[src/rtl/pulse_stretcher.sv]
// Stretches one-cycle event strobes into ON_CYCLES-high / OFF_CYCLES-low pulses,
// queueing events that arrive mid-pulse in a saturating pending counter.
`timescale 1ns/1ps
module pulse_stretcher #(
  parameter logic [31:0] ON_CYCLES  = 32'd25000000,
  parameter logic [31:0] OFF_CYCLES = 32'd25000000,
  parameter int unsigned PEND_W     = 3
) (
  input  logic              i_clk,
  input  logic              i_rst,
  input  logic              i_pulse,
  output logic              o_signal,
  output logic              o_busy,
  output logic [PEND_W-1:0] o_pending,
  output logic              o_overflow
);

  typedef enum logic [1:0] {
    IDLE = 2'd0,
    ON   = 2'd1,
    OFF  = 2'd2
  } state_t;

  localparam logic [PEND_W-1:0] PEND_MAX = '1;
  localparam logic [PEND_W-1:0] PEND_ONE = PEND_W'(1);

  state_t            state_q, state_d;
  logic [31:0]       cnt_q, cnt_d;
  logic [PEND_W-1:0] pend_q, pend_d;
  logic              ovf_q, ovf_d;
  logic              sig_q, busy_q;

  always_comb begin
    state_d = state_q;
    cnt_d   = cnt_q;
    pend_d  = pend_q;
    ovf_d   = ovf_q;
    unique case (state_q)
      IDLE: begin
        cnt_d = '0;
        if (i_pulse) state_d = ON;
      end
      ON: begin
        if (cnt_q == ON_CYCLES - 32'd1) begin
          state_d = OFF;
          cnt_d   = '0;
        end else begin
          cnt_d = cnt_q + 32'd1;
        end
        if (i_pulse) begin
          if (pend_q == PEND_MAX) ovf_d = 1'b1;
          else                    pend_d = pend_q + PEND_ONE;
        end
      end
      OFF: begin
        if (cnt_q == OFF_CYCLES - 32'd1) begin
          cnt_d = '0;
          // Dequeue and a new strobe in the same cycle cancel out, so a full
          // queue never reports overflow here.
          if (pend_q != '0) begin
            state_d = ON;
            pend_d  = pend_q - PEND_ONE + PEND_W'(i_pulse);
          end else if (i_pulse) begin
            state_d = ON;
          end else begin
            state_d = IDLE;
          end
        end else begin
          cnt_d = cnt_q + 32'd1;
          if (i_pulse) begin
            if (pend_q == PEND_MAX) ovf_d = 1'b1;
            else                    pend_d = pend_q + PEND_ONE;
          end
        end
      end
      default: begin
        state_d = IDLE;
        cnt_d   = '0;
      end
    endcase
  end

  always_ff @(posedge i_clk or posedge i_rst) begin
    if (i_rst) begin
      state_q <= IDLE;
      cnt_q   <= '0;
      pend_q  <= '0;
      ovf_q   <= 1'b0;
      sig_q   <= 1'b0;
      busy_q  <= 1'b0;
    end else begin
      state_q <= state_d;
      cnt_q   <= cnt_d;
      pend_q  <= pend_d;
      ovf_q   <= ovf_d;
      sig_q   <= (state_d == ON);
      busy_q  <= (state_d != IDLE);
    end
  end

  assign o_signal   = sig_q;
  assign o_busy     = busy_q;
  assign o_pending  = pend_q;
  assign o_overflow = ovf_q;

endmodule

[config.mk]
export PLATFORM = sky130hd
export DESIGN_NAME = pulse_stretcher
export DESIGN_NICKNAME = d
export VERILOG_FILES = /design/src/rtl/pulse_stretcher.sv
export SDC_FILE = /design/constraint.sdc
export NUM_CORES = 1
export LEC_CHECK = 0
export CORE_MARGIN = 2
export CORE_UTILIZATION = 60
export CTS_CLUSTER_SIZE = 10
export DETAILED_ROUTE_END_ITERATION = 7
export PLACE_DENSITY = 0.78
export SYNTH_ARGS = -nofsm -noshare
export SYNTH_HDL_FRONTEND = slang
export SYNTH_SLANG_ARGS = --single-unit
export TNS_END_PERCENT = 20
[constraint.sdc]
create_clock -name i_clk -period 2.2 [get_ports i_clk]
set_input_delay 0.22 -clock i_clk [delete_from_list [all_inputs] [get_ports i_clk]]
set_output_delay 0.22 -clock i_clk [all_outputs]
set_load 0.01 [all_outputs]
==> results of run 1 <==
## where the power goes
part           leakage (nW)  switching [mW]  internal (mW)
sequential            0.538          0.0915          0.821
clock                0.0445           0.257          0.255
combinational         0.483           0.362          0.317
total                  1.07           0.711           1.39
## critical path: stages, from the launching register on
cell      delay [ns]
dfrtp_1         0.44
nor4b_2         0.32
nand4_2         0.14
or4_4           0.60
mux2i_1         0.15
a211oi_1        0.28
## routing by layer
layer  up-vias  global-route usage
li1        884                   -
met1       872               0.312
met2        37               0.399
met3         7              0.0426
met4         0              0.0944
met5         -                   0
## worst max-delay path by stage
stage / to / depth (start not counted) / startpoint / slack, ns
after CTS: o_pending[0] / 5 / cnt_q[9] / 0.15
after global routing: cnt_q[3] / 6 / cnt_q[7] / 0.003
final: o_pending[0] / 5 / cnt_q[9] / 0.16
after floorplan: o_signal / 6 / cnt_q[8] / 0.20
after global placement: o_pending[0] / 5 / cnt_q[9] / 0.18
after detailed placement: cnt_q[13] / 6 / cnt_q[9] / 0.17
## state kept, by name (all words and copies together), names as in the netlist
name	flops
o_overflow	1
cnt_q	32
o_busy	1
o_signal	1
o_pending	3
state_q	2
## Yosys cell counts (2+ instances only)
library cell / number / area (um2)
nand3_1: 13 / 65.1
and3_1: 4 / 25.0
ha_1: 9 / 113
clkbuf_1: 5 / 18.8
a221o_1: 2 / 20.0
and4_1: 7 / 61.3
xnor2_1: 23 / 201
nor4_1: 12 / 75.1
xor2_1: 7 / 61.3
nor4_4: 2 / 42.5
a211oi_1: 2 / 15.0
inv_1: 10 / 37.5
nor3b_1: 2 / 15.0
nor2_1: 40 / 150
buf_2: 4 / 20.0
nand2_1: 20 / 75.1
a21oi_1: 4 / 20.0
nand2b_1: 2 / 12.5
nor3_1: 10 / 50.1
nand4_1: 4 / 25.0
dfrtp_1: 40 / 1000
## cell families (layout without fill, tap and decap cells)
| kind of cell | count (synthesis) | count (layout) | share of synthesized area |
|---|---|---|---|
| muxes | 1 | 1 | 0.00435 |
| AOI/OAI and AO/OA | 18 | 18 | 0.0598 |
| buffers and inverters | 20 | 38 | 0.0380 |
| and+or+nand+nor | 126 | 126 | 0.300 |
| xor gates and xnor gates | 30 | 30 | 0.114 |
| DFF | 40 | 40 | 0.435 |
| adders and majority gates | 9 | 9 | 0.0489 |
## stage by stage
stage / cell area (um2) / total power, mW / std cells / utilization / setup slack [ns]
2_1_floorplan: 2300 / 1.36 / 244 / - / 0.199
3_3_place_gp: 2480 / 1.58 / 302 / 0.673 / 0.182
3_5_place_dp: 2480 / 1.60 / 302 / 0.673 / 0.170
4_1_cts: 2580 / 2.11 / 310 / 0.699 / 0.146
5_1_grt: 2580 / 2.23 / 310 / 0.699 / 0.00301
6_report: 2580 / 2.10 / 310 / 0.699 / 0.162
## layout make-up
class | instances | area (um2)
Clock buffer | 7 | 86.3
Inverter | 10 | 37.5
Multi-Input combinational cell | 184 | 1210
Tap cell | 48 | 60.1
Timing Repair Buffer | 20 | 170
Sequential cell | 40 | 1000
Fill cell | 292 | 1110
Clock inverter | 1 | 7.51
==> impl_metrics.tcl, run 1 <==
set metrics [dict create \
    reg2reg_depth 5 \
    routed_via_density 5.81 \
    cap_violations 0 \
    routed-wl-met2_mm 2.20 \
    hold_viol_final 0 \
    synth.distinct_cells 43 \
    whs_ns 0.334 \
    cts_resized 0 \
    syn-cell-area_um2 2300 \
    cts_tree "done" \
    io_pins 9 \
    gp_congestion 0.868 \
    routed.top_layer "met4" \
    die_area_um2 4350 \
    crit_fanout 11 \
    fmax_ghz 0.491 \
    synth-seq-area-share 0.435 \
    rows 22 \
    routed_wl_mm 4.57 \
    arrival_ns 2.22 \
    cts_sinks 40 \
    drtIter0Drc 123 \
    cts_made_buffers 5 \
    synth_ff_type "dfrtp_1" \
    max_slew_margin 0.664 \
    synth_edf_count 0 \
    diodes 0 \
    rsz0062_at_grt "no" \
    cts_root_buffer "clkbuf_8" \
    crit_required_ns 2.39 \
    r2r_start "cnt_q[9]" \
    yosysWarnings 0 \
    gr-total-overflow 0 \
    min_period_ns 2.04 \
    io_buffers 8 \
    r2r-end "o_pending[0]" \
    worst_pin_slew_ns 0.505 \
    cts_setup_buffers 0 \
    final-max-slew-violation-count 0 \
    start_util 0.624 \
    timing.critical_path.from_type "flip-flop" \
    hp-class "input port to asynchronous set/reset pin" \
    clk_pin_slew_worst_paths_ns 0.08 \
    tns_ns 0 \
    grt_max_degree 41 \
    wl_per_cell_um 14.7 \
    vdd_drop_max_v 0.000574 \
    htree_levels 2 \
    routed-wl-met3_um 163 \
    clk_latency_ns 0.30 \
    worstSetupPathType "flip-flop to flip-flop" \
    dr.pass1.iters 4 \
    syn2layout_area_growth_pct 11.9 \
    async_flop_share 1.00 \
    status "finished, final reports clean" \
    drt.antenna.violating_nets 0 \
    avgSynthCellArea_um2 9.44 \
    drive_gt1_frac 0.111 \
    num-nets-final 273 \
    met1_length_mm 2.14 \
    first_global_vias 1805 \
    fin_skew_ns 0.00958 \
    final_cell_mix "nor2_1, dfrtp_1, xnor2_1" \
    via_count 1800 \
    drc 0 \
    hpwl_mm 3.18 \
    leakage_nw 1.07 \
    fin_crit_sh 0.926 \
    grt_antenna_before_repair 0 \
    ctsHoldBuffers 0 \
    setup_viol_count_final 0 \
    crit_path_end_kind "flip-flop" \
    grt_pass1_wl_mm 7.98 \
    ys_ff_latch 40 \
    die_w_um 66.0 \
    core_um2 3690 \
    track_usage 0.240 \
    synth_nets 256 \
    power_density_nw_per_um2 816 \
    clockBufferDepth 2 \
    dieHeight_um 66.0 \
    r2r_slack_ns 0.16 \
    syn_inst 244 \
]
No activity file was read; power rests on OpenSTA's default activity.
==> inputs of run 2 (changes only) <==
--- a/config.mk
+++ b/config.mk
@@ -6,10 +6,10 @@
 export NUM_CORES = 1
 export LEC_CHECK = 0
 export CORE_MARGIN = 2
-export CORE_UTILIZATION = 60
+export CORE_UTILIZATION = 54
 export CTS_CLUSTER_SIZE = 10
 export DETAILED_ROUTE_END_ITERATION = 7
-export PLACE_DENSITY = 0.78
+export PLACE_DENSITY = 0.74
 export SYNTH_ARGS = -nofsm -noshare
 export SYNTH_HDL_FRONTEND = slang
 export SYNTH_SLANG_ARGS = --single-unit
==> constraint.sdc (replaced) <==
create_clock -name i_clk -period 1.75 [get_ports i_clk]
set_input_delay 0.175 -clock i_clk [delete_from_list [all_inputs] [get_ports i_clk]]
set_output_delay 0.175 -clock i_clk [all_outputs]
set_load 0.01 [all_outputs]
==> impl_metrics.tcl, run 2 (synthesis results as in run 1) <==
set metrics [dict create \
    status "finished, violations left" \
    violations "setup timing" \
    routed_via_density 5.77 \
    min_period_ns 1.92 \
    fin_skew_ns 0.00547 \
    layout_commonest_cell "buf_4" \
    clk_pin_slew_worst_paths_ns 0.08 \
    num-fill-cells 248 \
    routed_wl_mm 5.95 \
    final-max-slew-violation-count 0 \
    io_buffers 8 \
    via_count 2102 \
    core_um2 4060 \
    dpl-instance-area_um2 2850 \
    grt_max_degree 31 \
    drtIter0Drc 84 \
    drc 0 \
    reg2reg_depth 7 \
    rows 23 \
    regArea_um2 1000 \
    place_inst 351 \
    wl_per_cell_um 16.4 \
    track_usage 0.237 \
    fin_area_um2 3160 \
    diodes 0 \
    worst_pin_slew_ns 0.400 \
    largest_reg_flops 32 \
    dr.pass1.iters 4 \
    htree_levels 2 \
    worstSetupPathType "flip-flop to flip-flop" \
    timing.critical_path.from_type "flip-flop" \
    cts_root_buffer "clkbuf_8" \
    arrival_ns 2.10 \
    clk_latency_ns 0.29 \
    ctsHoldBuffers 0 \
    power_density_nw_per_um2 984 \
    crit_path_end_kind "flip-flop" \
    crit_required_ns 1.93 \
    r2r_slack_ns -0.17 \
    vdd_drop_max_v 0.000456 \
    start_util 0.568 \
    final_cell_mix "buf_4, dfrtp_1, nor2_1" \
    crit_fanout 11 \
    gr-total-overflow 0 \
    power_frac_seq 0.354 \
    whs_ns 0.190 \
    syn2layout_area_growth_pct 37.3 \
    p_total_mw 3.11 \
    setup_viol_count_final 40 \
    die_w_um 69.3 \
    io_pins 9 \
    first_global_vias 2026 \
    leakage_nw 1.40 \
    fmax_ghz 0.521 \
    grt_antenna_before_repair 0 \
    hold_viol_final 0 \
    grt_pass1_wl_mm 9.14 \
    hp-class "input port to asynchronous set/reset pin" \
    dieHeight_um 69.3 \
    fin_cells 364 \
    gp_congestion 0.814 \
    pwr-share-comb 0.430 \
    drt.antenna.violating_nets 0 \
    hpwl_mm 3.70 \
    drive_gt1_frac 0.318 \
    max_slew_margin 0.733 \
    clockBufferDepth 2 \
    num-nets-final 326 \
    switchingPower_mw 1.05 \
    cap_violations 0 \
    tns_ns -4.76 \
    die_area_um2 4800 \
    top_register "cnt_q" \
    fin_crit_sh 1.10 \
    cts_sinks 40 \
    cts_made_buffers 5 \
    worst_slack_ns -0.168 \
    power.internal_mw 2.06 \
    multiInputGateArea_um2 1350 \
    cts_tree "done" \
    rsz0062_at_grt "yes" \
    swShare 0.337 \
    clkPwrFrac 0.216 \
]
## run 2: layout make-up
cell class,instances,area share
Tap cell,50,0.0198
Clock buffer,7,0.0305
Timing Repair Buffer,72,0.194
Inverter,10,0.0119
Multi-Input combinational cell,185,0.428
Sequential cell,40,0.317
## run 2: stage by stage
stage           util  worst slack [ns]
2_1_floorplan      -            -0.198
3_3_place_gp   0.703            -0.212
3_5_place_dp   0.703            -0.270
4_1_cts        0.746            -0.128
5_1_grt        0.779            -0.237
6_report       0.779            -0.168
## run 2: final timing paths
| path | startpoint | end |
|---|---|---|
| max | cnt_q[0] | cnt_q[16] |
| min | i_rst | state_q[0] |
| max reg2reg | cnt_q[0] | cnt_q[16] |
| min reg2reg | o_overflow | o_overflow |
| max in group asynchronous | i_rst | cnt_q[31] |
| min in group i_clk | o_overflow | o_overflow |
## run 2: timing repair
action / CTS / global route
resized for setup: 13 / 18
pin swaps: 5 / 4
setup endpoints to repair: 40 / 40
setup buffers: 2 / 0
gates cloned: 1 / 3
## run 2: routing by layer
layer  track usage  wire [um]  vias up
met5             0          0        -
met4         0.105        125        0
met3        0.0436        197       10
met2         0.410       3090       50
met1         0.287       2540     1044
li1              -          -      998
## run 2: power groups by stage
stage          Clock (mW)  Combinational, mW  Sequential, mW
6_report            0.671               1.34            1.10
4_1_cts             0.677               1.08            1.10
5_1_grt             0.707               1.43            1.12
2_1_floorplan           0              0.546            1.17
3_5_place_dp            0               1.02            1.12
3_3_place_gp            0               1.00            1.12
## run 2: critical path: stages (launching register included)
cell and delay (ns):
dfrtp_1 0.36, ha_2 0.19, and4_4 0.25, nand2_4 0.06, or4_4 0.56, nand2_8 0.14, clkbuf_16 0.17, nor2_1 0.06
==> inputs of run 3 (changes only) <==
--- a/config.mk
+++ b/config.mk
@@ -5,11 +5,11 @@
 export SDC_FILE = /design/constraint.sdc
 export NUM_CORES = 1
 export LEC_CHECK = 0
-export CORE_MARGIN = 2
 export CORE_UTILIZATION = 54
 export CTS_CLUSTER_SIZE = 10
 export DETAILED_ROUTE_END_ITERATION = 7
 export PLACE_DENSITY = 0.74
+export SLEW_MARGIN = 20
 export SYNTH_ARGS = -nofsm -noshare
 export SYNTH_HDL_FRONTEND = slang
 export SYNTH_SLANG_ARGS = --single-unit
==> impl_metrics.tcl, run 3 (synthesis results as in run 1) <==
set metrics [dict create \
    status "finished, violations left" \
    violations "setup timing" \
    first_global_vias 2042 \
    worstSetupPathType "flip-flop to flip-flop" \
    cts_sinks 40 \
    fin_crit_sh 1.08 \
    arrival_ns 2.06 \
    setup_viol_count_final 38 \
    leakage_nw 1.39 \
    die_w_um 67.3 \
    hpwl_mm 3.54 \
    via_count 2042 \
    start_util 0.568 \
    crit_required_ns 1.92 \
    rsz0062_at_grt "yes" \
    clk_pin_slew_worst_paths_ns 0.08 \
    rows 23 \
    dp_slack_ns -0.218 \
    dr.pass1.iters 4 \
    cts_made_buffers 5 \
    worst_slack_ns -0.141 \
    io_buffers 8 \
    io_pins 9 \
    track_usage 0.271 \
    gp_congestion 0.808 \
    drive_gt1_frac 0.297 \
    largest_reg_flops 32 \
    drtIter0Drc 85 \
    top_register "cnt_q" \
    hold_viol_final 0 \
    crit_path_end_kind "flip-flop" \
    htree_levels 2 \
    vdd_drop_max_v 0.000536 \
    timing.critical_path.from_type "flip-flop" \
    max_slew_margin 0.664 \
    grt_antenna_before_repair 0 \
    routed_wl_mm 5.48 \
    diodes 0 \
    final-max-slew-violation-count 0 \
    layout_commonest_cell "buf_4" \
    cts_root_buffer "clkbuf_8" \
    gr-total-overflow 0 \
    final_cell_mix "buf_4, nor2_1, dfrtp_1" \
    hp-class "input port to asynchronous set/reset pin" \
    fin_skew_ns 0.00649 \
    p_total_mw 3.09 \
    num-nets-final 324 \
    core_um2 4060 \
    grt_max_degree 41 \
    num-fill-cells 263 \
    routed_via_density 5.63 \
    drc 0 \
    wl_per_cell_um 15.1 \
    drt.antenna.violating_nets 0 \
    cap_violations 0 \
    dieHeight_um 67.3 \
    power_density_nw_per_um2 989 \
    clockBufferDepth 2 \
    grt_pass1_wl_mm 9.20 \
    min_period_ns 1.89 \
    cts_tree "done" \
    crit_fanout 5 \
    fmax_ghz 0.529 \
    syn2layout_area_growth_pct 35.5 \
    die_area_um2 4530 \
    clk_latency_ns 0.29 \
    worst_pin_slew_ns 0.504 \
]
[run 3: cell type report]
type,count,area (um2),share of cell area
multi-input combinational,185,1310,0.420
timing repair buffer,70,583,0.187
clock buffer,7,96.3,0.0309
sequential,40,1000,0.321
clock inverter,1,30.0,0.00962
inverter,10,37.5,0.0120
tap,50,62.6,0.0200
[run 3: per-layer routing]
layer	vias to the layer above	track usage	part of all wire
met5	-	0	0
met1	1022	0.338	0.43
met3	4	0.0507	0.028
li1	982	-	-
met2	34	0.466	0.53
met4	0	0.0931	0.0079
[run 3: final timing paths]
kind | from | to | slack, ns | depth (start not counted)
max | cnt_q[1] | o_signal | -0.14 | 6
min | i_rst | o_signal | 0.30 | 3
max reg2reg | cnt_q[1] | o_signal | -0.14 | 6
min reg2reg | o_overflow | o_overflow | 0.46 | 1
max in group asynchronous | i_rst | cnt_q[13] | 1.08 | 3
min in group i_clk | o_overflow | o_overflow | 0.46 | 1
[run 3: repair_timing]
item,4_1_cts,5_1_grt
setup buffers,2,0
pin swaps,7,4
endpoints found under the setup margin,39,40
gates resized for setup,12,6
gates cloned,1,2
hold buffers,0,0
[run 3: per-stage QoR]
stage	hold slack, ns	util	setup TNS [ns]	cell area, um2	std cells
2_1_floorplan	0.393	-	-2.89	2310	244
3_3_place_gp	0.441	0.701	-6.62	2840	350
3_5_place_dp	0.446	0.701	-7.66	2840	350
4_1_cts	0.329	0.752	-3.24	3050	361
5_1_grt	0.405	0.769	-6.33	3120	363
6_report	0.302	0.769	-4.17	3120	363
[run 3: critical path, stage by stage (launching register included)]
cell     delay, ns
dfrtp_1       0.37
ha_2          0.19
and4_4        0.25
nand2_4       0.07
or4_4         0.53
o211a_1       0.15
or2_1         0.22
[run 3: power breakdown]
group	internal (mW)	total [mW]	switching, mW
clock	0.503	0.820	0.316
combinational	0.587	1.17	0.578
sequential	1.03	1.10	0.0713
